**src/rtl/exec_stage_pkg.sv**
```systemverilog
// exec_stage_pkg: opcodes, FSM states and op classification shared by the execute stage
package exec_stage_pkg;
  typedef enum logic [3:0] {
    OP_NOP = 4'd0,
    OP_MOV = 4'd1,
    OP_ADD = 4'd2,
    OP_SUB = 4'd3,
    OP_AND = 4'd4,
    OP_OR  = 4'd5,
    OP_XOR = 4'd6,
    OP_SLL = 4'd7,
    OP_SRL = 4'd8
  } op_t;
  typedef enum logic [1:0] {IDLE, SHIFT, DONE} state_t;
  localparam int COUT_IDX = 7;
  function automatic logic is_shift(input logic [3:0] op);
    return op == OP_SLL || op == OP_SRL;
  endfunction
  function automatic logic has_cout(input logic [3:0] op);
    return op inside {OP_ADD, OP_SUB, OP_AND, OP_OR, OP_XOR, OP_SLL, OP_SRL};
  endfunction
  function automatic logic writes(input logic [3:0] op);
    return op == OP_MOV || has_cout(op);
  endfunction
endpackage

```
**src/rtl/exec_stage_alu_comb.sv**
```systemverilog
// alu_comb: combinational MOV/ADD/SUB/logic result with carry or unsigned borrow
module alu_comb
  import exec_stage_pkg::*;
#(
  parameter int DW = 8
) (
  input  logic [3:0]    op,
  input  logic [DW-1:0] a,
  input  logic [DW-1:0] b,
  output logic [DW-1:0] res,
  output logic          carry
);
  logic [DW:0] sum;
  logic [DW:0] dif;
  always_comb begin
    sum = {1'b0, a} + {1'b0, b};
    dif = {1'b0, a} - {1'b0, b};
    res = op == OP_ADD ? sum[DW-1:0] :
          op == OP_SUB ? dif[DW-1:0] :
          op == OP_AND ? a & b :
          op == OP_OR  ? a | b :
          op == OP_XOR ? a ^ b :
          op == OP_MOV ? b : '0;
    carry = op == OP_ADD ? sum[DW] : op == OP_SUB ? dif[DW] : 1'b0;
  end
endmodule

```
**src/rtl/exec_stage.sv**
```systemverilog
// exec_stage: execute stage with iterative 1-bit-per-cycle shifter and registered
// one-cycle writeback pulses for the destination and COUT registers
module exec_stage
  import exec_stage_pkg::*;
#(
  parameter int DW    = 8,
  parameter int count = 3
) (
  input  logic             clk,
  input  logic             reset,
  input  logic             in_valid,
  output logic             in_ready,
  input  logic [3:0]       op,
  input  logic [count-1:0] rs_idx,
  input  logic [DW-1:0]    rs_val,
  input  logic [DW-1:0]    rt_val,
  output logic             write_enable,
  output logic [count-1:0] wb_idx,
  output logic [DW-1:0]    write_data,
  output logic             cout_write_enable,
  output logic [DW-1:0]    cout_data
);
  state_t state, state_n;
  logic [DW-1:0] hold, sh, alu_res;
  logic [count-1:0] idx;
  logic [2:0] cnt, amt;
  logic dir, sh_out, alu_carry, acc, shift_now;
  alu_comb #(.DW(DW)) u_alu (
    .op(op),
    .a(rs_val),
    .b(rt_val),
    .res(alu_res),
    .carry(alu_carry)
  );
  always_comb begin
    amt = rt_val[2:0];
    in_ready = state == IDLE;
    acc = in_ready && in_valid;
    shift_now = is_shift(op) && amt != 3'd0;
    sh = dir ? hold >> 1 : hold << 1;
    sh_out = dir ? hold[0] : hold[DW-1];
    state_n = state == IDLE  ? (acc ? (shift_now ? SHIFT : DONE) : IDLE) :
              state == SHIFT ? (cnt == 3'd1 ? DONE : SHIFT) : IDLE;
  end
  always_ff @(posedge clk or posedge reset) begin
    if (reset) begin
      state <= IDLE;
      hold <= '0;
      idx <= '0;
      cnt <= '0;
      dir <= 1'b0;
      write_enable <= 1'b0;
      cout_write_enable <= 1'b0;
      wb_idx <= '0;
      write_data <= '0;
      cout_data <= '0;
    end else begin
      state <= state_n;
      write_enable <= 1'b0;
      cout_write_enable <= 1'b0;
      wb_idx <= '0;
      write_data <= '0;
      cout_data <= '0;
      if (acc) begin
        hold <= rs_val;
        idx <= rs_idx;
        cnt <= amt;
        dir <= op == OP_SRL;
        // shift-by-zero and all non-shift ops write back straight from the accept edge
        if (!shift_now && writes(op)) begin
          write_enable <= 1'b1;
          cout_write_enable <= has_cout(op);
          wb_idx <= rs_idx;
          write_data <= is_shift(op) ? rs_val : alu_res;
          cout_data <= {{(DW-1){1'b0}}, alu_carry};
        end
      end else if (state == SHIFT) begin
        hold <= sh;
        cnt <= cnt - 3'd1;
        if (cnt == 3'd1) begin
          write_enable <= 1'b1;
          cout_write_enable <= 1'b1;
          wb_idx <= idx;
          write_data <= sh;
          cout_data <= {{(DW-1){1'b0}}, sh_out};
        end
      end
    end
  end
endmodule

```
**config.mk**
```make
export PLATFORM = sky130hd
export DESIGN_NAME = exec_stage
export DESIGN_NICKNAME = d
export VERILOG_FILES = /design/src/rtl/exec_stage_pkg.sv /design/src/rtl/exec_stage_alu_comb.sv /design/src/rtl/exec_stage.sv
export SDC_FILE = /design/constraint.sdc
export NUM_CORES = 1
export LEC_CHECK = 0
export BUFFER_PORTS_ARGS = -buffer_cell sky130_fd_sc_hd__buf_2
export CORE_ASPECT_RATIO = 0.9
export CORE_MARGIN = 3
export CORE_UTILIZATION = 55
export CTS_CLUSTER_DIAMETER = 30
export CTS_CLUSTER_SIZE = 24
export DETAILED_ROUTE_END_ITERATION = 10
export PLACE_DENSITY = 0.8
export SETUP_SLACK_MARGIN = 0.4
export SYNTH_ARGS = -nofsm -noshare
export SYNTH_HDL_FRONTEND = slang
export SYNTH_SLANG_ARGS = --single-unit
```
**constraint.sdc**
```tcl
create_clock -name clk -period 3.4 [get_ports clk]
set_input_delay 0.68 -clock clk [delete_from_list [all_inputs] [get_ports clk]]
set_output_delay 0.68 -clock clk [all_outputs]
set_load 0.02 [all_outputs]
```
Yosys cells after proc, flatten, opt, wreduce, memory -nomap -nowiden
Cells that the tools add are included.
- reduce and logical (&&, ||, !) cells: 10
- bitwise logic cells: 3
- equal/unequal tests: 10
- $add $sub $neg: 3
- mux-type cells: 38
- operators with widths (operator ; count):
    8-bit 2-to-1 mux ; 15
    3-bit 2-to-1 mux ; 6
    4-bit by 3-bit equality test with 1-bit output, second input constant ; 4
    1-bit 2-to-1 mux ; 12
    2-bit 2-to-1 mux ; 5
    8-bit by 8-bit adder with 9-bit output ; 1
    8-bit by 8-bit subtractor with 9-bit output ; 1
    8-bit AND ; 1
    4-bit by 2-bit equality test with 1-bit output, second input constant ; 2
    8-bit OR ; 1
    8-bit XOR ; 1
    7-bit nonzero test ; 1
    4-bit by 1-bit equality test with 1-bit output, second input constant ; 1
    4-bit equality test, second input constant ; 1
    3-bit by 1-bit equality test with 1-bit output, second input constant ; 1
    1-bit logical AND ; 3
    3-bit nonzero test ; 1
    3-bit by 1-bit subtractor with 3-bit output, second input constant ; 1
    2-bit by 1-bit equality test with 1-bit output, second input constant ; 1
    2-bit logical NOT ; 1
    1-bit logical OR ; 2
    2-bit nonzero test ; 1
    1-bit logical NOT ; 1
- flip-flop bits (word level): 38

Logic depth before layout (Yosys ltp)
- depth in word-level cells: 10
- gate-level depth with buffers: 9
- mapped depth without buffers: 9

By module
A second synthesis with hierarchy kept.
- cell total of the unflattened synthesis: 338
- area, all modules: 2907.8 um^2
- by module, submodules not included (module ; seq. area each (um^2) ; area each (um^2) ; instances ; cells each):
    exec_stage ; 775.7 ; 1602.8 ; 1 ; 151
    alu_comb ; 0.0 ; 1305.0 ; 1 ; 187

Least setup slack after synthesis
No wires, ideal clock.
- kind: in2reg
- start point: input port rs_val[0]
- end point: register write_data[6]
- arrival: 2136 ps
- cell stages on the path: 9
- slack: 1140 ps
- buffers on the path: 0
- data required time: 3277 ps
- cell sequence: inv_1 ha_1 fa_1 o21bai_1 a21oi_1 o31ai_1 xor2_1 nor2_1 a2bb2oi_1
- word-level cells in the longest chain between the ends: 6
- elaborated cells on any way between the ends: 7
- classes of those cells: 2 x add/sub; 5 x mux
- RTL lines (item ; RTL line ; RTL):
    start: declaration ; exec_stage.sv:15 ; input logic [DW-1:0] rs_val,
    8-bit by 8-bit subtractor with 9-bit output ; exec_stage_alu_comb.sv:17 ; dif = {1'b0, a} - {1'b0, b};
    8-bit 2-to-1 mux ; exec_stage_alu_comb.sv:19 ; op == OP_SUB ? dif[DW-1:0] :
    8-bit 2-to-1 mux (*) ; exec_stage_alu_comb.sv:18 ; res = op == OP_ADD ? sum[DW-1:0] :
    8-bit 2-to-1 mux (*) ; exec_stage.sv:74 ; write_data <= is_shift(op) ? rs_val : alu_res;
    8-bit 2-to-1 mux (*) ; exec_stage.sv:70 ; if (!shift_now && writes(op)) begin
    8-bit 2-to-1 mux (*) ; exec_stage.sv:64 ; if (acc) begin
    end signal: assignment ; exec_stage.sv:74 ;
    end signal: assignment ; exec_stage.sv:84 ; write_data <= sh;
    end: declaration ; exec_stage.sv:19 ; output logic [DW-1:0] write_data,
Mark *: on every way between the ends. The rest lies on a longest branch, timed or not.
A chain may end at the register's enable or synchronous reset.

Final worst setup path
- start point: input port rt_val[0]
- end point: register write_data[6]
- word-level cells in the longest chain between the ends: 6
- elaborated cells on any way between the ends: 11
- classes of those cells: 2 x add/sub; 5 x mux; 4 x reduce/logical
- RTL lines (item ; RTL line ; RTL):
    start: declaration ; exec_stage.sv:16 ; input logic [DW-1:0] rt_val,
    8-bit by 8-bit subtractor with 9-bit output or 3-bit nonzero test (tied branches) ; exec_stage_alu_comb.sv:17, exec_stage.sv:39 ;
    8-bit 2-to-1 mux or 1-bit logical AND (tied branches) ; exec_stage_alu_comb.sv:19, exec_stage.sv:39 ;
    8-bit 2-to-1 mux or 1-bit logical NOT (tied branches) ; exec_stage_alu_comb.sv:18, exec_stage.sv:70 ;
    8-bit 2-to-1 mux or 1-bit logical AND (tied branches) ; exec_stage.sv:74, exec_stage.sv:70 ;
    8-bit 2-to-1 mux (*) ; exec_stage.sv:70 ;
    8-bit 2-to-1 mux (*) ; exec_stage.sv:64 ;
Marked as above.

==> results.json <==
{
  "status": "complete, no violations",
  "ant_nets": 0,
  "diodes": 0,
  "wl_per_cell_microns": 18.0,
  "yosys.area.top_type": "dfrtp_1",
  "die_y_microns": 74.8,
  "nets": 433,
  "setup_viol": 0,
  "seq_area_frac_synth_pct": 26.8,
  "crit_fanout": 6,
  "totalWireLength_microns": 8000,
  "synth-seq-cells": 31,
  "netlist_top_cells_count": "nand2_1 (42), dfrtp_1 (31), nor2_1 (28), ha_1 (26), inv_1 (25)",
  "initial_utilization_pct": 58.4,
  "grt_pass1_vias": 2621,
  "hold_viol": 0,
  "antenna_found_initial": 0,
  "critical_path_class": "in2reg",
  "grt_max_degree": 32,
  "grt_usage_pct": 27.6,
  "syn_area_sq_um": 2890,
  "rsz0062_at_grt": "no",
  "power_density_nw_per_um2": 445,
  "dp_hpwl_microns": 5850,
  "yosysMostFrequentCell": "nand2_1",
  "ys_types": 59,
  "post-route-period-util_pct": 68.3,
  "place_congestion": 1.01,
  "grt_overflow": 0,
  "die-area_sq_um": 6160,
  "syn_avg_cell_area_sq_um": 8.26,
  "syn2layout_area_growth_pct": 9.56,
  "max-cap-violations": 0,
  "r2r_cells": 5,
  "fin_skew_ns": 0.00456,
  "die_width_microns": 82.4,
  "layout-drive-gt1-share_pct": 16.8,
  "final_area_sq_um": 3170,
  "vias": 2767,
  "worstMarginPinSlew_ns": 1.18,
  "cts.sinks": 31,
  "core-area_sq_um": 4950,
  "vias_per_cell": 6.22,
  "async_flop_share_pct": 100,
  "place_area_sq_um": 3050,
  "numCtsBuffers": 5,
  "synth_area_leaders": "dfrtp_1 (27%), ha_1 (11%), nand2_1 (5.5%)",
  "htreeDepth": 2,
  "tns_ns": 0,
  "post-cts-setup-buffers": 0,
  "clk_pin_slew_ns": 0.07,
  "grt_pass1_wl_microns": 12800,
  "hold_class": "reg2reg",
  "synthFlopType": "dfrtp_1",
  "synthCells": 350,
  "cp.required_ns": 3.57,
  "slew_headroom_pct": 21.4,
  "whs_path_depth": 2,
  "cp-end-kind": "register",
  "peakVddDrop_uv": 261,
  "clk_latency_ns": 0.29,
  "slew_viol_final": 0,
  "drt_iter0_drc": 218,
  "clock.fmax_ghz": 0.431,
  "rows": 24,
  "synth_edf_count": 0,
  "p_leak_nw": 1.49,
  "tritoncts": "built",
  "post_cts_resized": 0,
  "synthDominantCellAreaShare_pct": 26.8,
  "critPathLaunchType": "input pin",
  "cts-root-buf": "clkbuf_8",
  "cts_hold_buf": 0,
  "io_buffers": 40,
  "first_pass_iters": 5,
  "ys_warn_count": 0,
  "max-clock-path-buffers": 2,
  "finalCriticalPeriod_ns": 2.32,
  "ioPinCount": 48,
  "cp.arrival_ns": 2.49,
  "drc": 0
}
==> layout by cell type, fill, tap and decap left out, types with 2 or more instances in the layout <==
master	netlist	layout
a211oi_1	3	3
a21oi_1	22	22
a221o_1	2	2
a221oi_1	7	7
a222oi_1	3	3
a22o_1	3	3
and2_1	4	4
buf_2	11	40
buf_4	9	2
clkbuf_8	0	6
conb_1	1	7
dfrtp_1	31	31
fa_1	2	2
ha_1	26	26
inv_1	25	25
inv_2	2	2
mux2i_1	12	12
nand2_1	42	42
nand2b_1	8	8
nand3_1	2	2
nor2_1	28	28
nor2b_1	6	6
nor3_1	6	6
nor3_2	2	2
nor3b_1	4	4
o211ai_1	5	5
o21ai_0	23	23
o21bai_1	4	4
o221ai_1	6	6
o22ai_1	8	8
o31ai_1	3	3
or3_1	2	2
xnor2_1	6	6
xor2_1	2	2
==> through the flow <==
step	hold slack, ns	util [%]	power (mW)	cells	setup WS (ns)
2_1_floorplan	0.446	-	0.881	356	1.14
3_3_place_gp	0.459	61.6	1.00	437	0.855
3_5_place_dp	0.463	61.6	1.01	437	0.825
4_1_cts	0.480	63.9	1.40	445	1.12
5_1_grt	0.505	63.9	1.49	445	0.971
6_report	0.483	63.9	1.41	445	1.08
==> per-layer routing <==
layer  up-vias  GRT usage (%)  wire length, microns
met3        25           5.62                   797
met1      1280           37.4                  3250
li1       1282              -                     -
met4         0           10.9                   268
met2       180           43.5                  3680
met5         -              0                     0
==> state kept, by name, indices dropped and copies added (netlist names), 2 cells and up <==
register and cells:
hold 8, write_data 8, cnt 3, idx 3, wb_idx 3, state 2
==> cells by family (layout without fill, tap and decap cells) <==
kind of cell	Yosys count	in the layout	share of synthesized area (%)
multiplexers	13	13	4.54
flip-flops	31	31	26.8
XOR/XNOR	8	8	2.42
AND/OR/NAND/NOR	109	109	18.1
adder cells (fa/ha/maj)	28	28	12.6
AO/OA/AOI/OAI	106	106	26.1
other	1	7	0.130
buffers and inverters	54	78	9.17
==> final timing paths <==
kind / to / from / slack (ns)
hold / removal: idx[2]$_DFFE_PP0P_ / idx[2]$_DFFE_PP0P_ / 0.48
hold reg to reg: idx[2]$_DFFE_PP0P_ / idx[2]$_DFFE_PP0P_ / 0.48
setup reg to reg: write_data[7]$_DFF_PP0_ / state[0]$_DFF_PP0_ / 1.51
max in group asynchronous: cout_data[0]$_DFF_PP0_ / reset / 2.00
setup / recovery: write_data[6]$_DFF_PP0_ / rt_val[0] / 1.08
min in group asynchronous: cnt[2]$_DFFE_PP0P_ / reset / 0.70
==> power breakdown <==
group          internal (mW)  switching [mW]  leakage, nW  total (mW)
clock                  0.237           0.146       0.0612       0.384
combinational          0.194           0.312         1.03       0.505
sequential             0.451          0.0700        0.403       0.521
==> layout make-up <==
type                    count  area [sq um]
repair buffers             42           215
clock buffers               6          82.6
flip-flops and latches     31           776
multi-input cells         271          1870
well taps                  65          81.3
clock inverters             2          35.0
fillers                   419          1790
inverters                  28           105
==> worst max-delay path: stages <==
cell       delay, ns
buf_2           0.14
ha_1            0.24
fa_1            0.39
a21oi_1         0.15
o21bai_1        0.10
a21oi_1         0.28
mux2i_1         0.22
o221ai_1        0.12
a2bb2oi_1       0.16
Note: power is estimated with default switching activity, not from simulation.
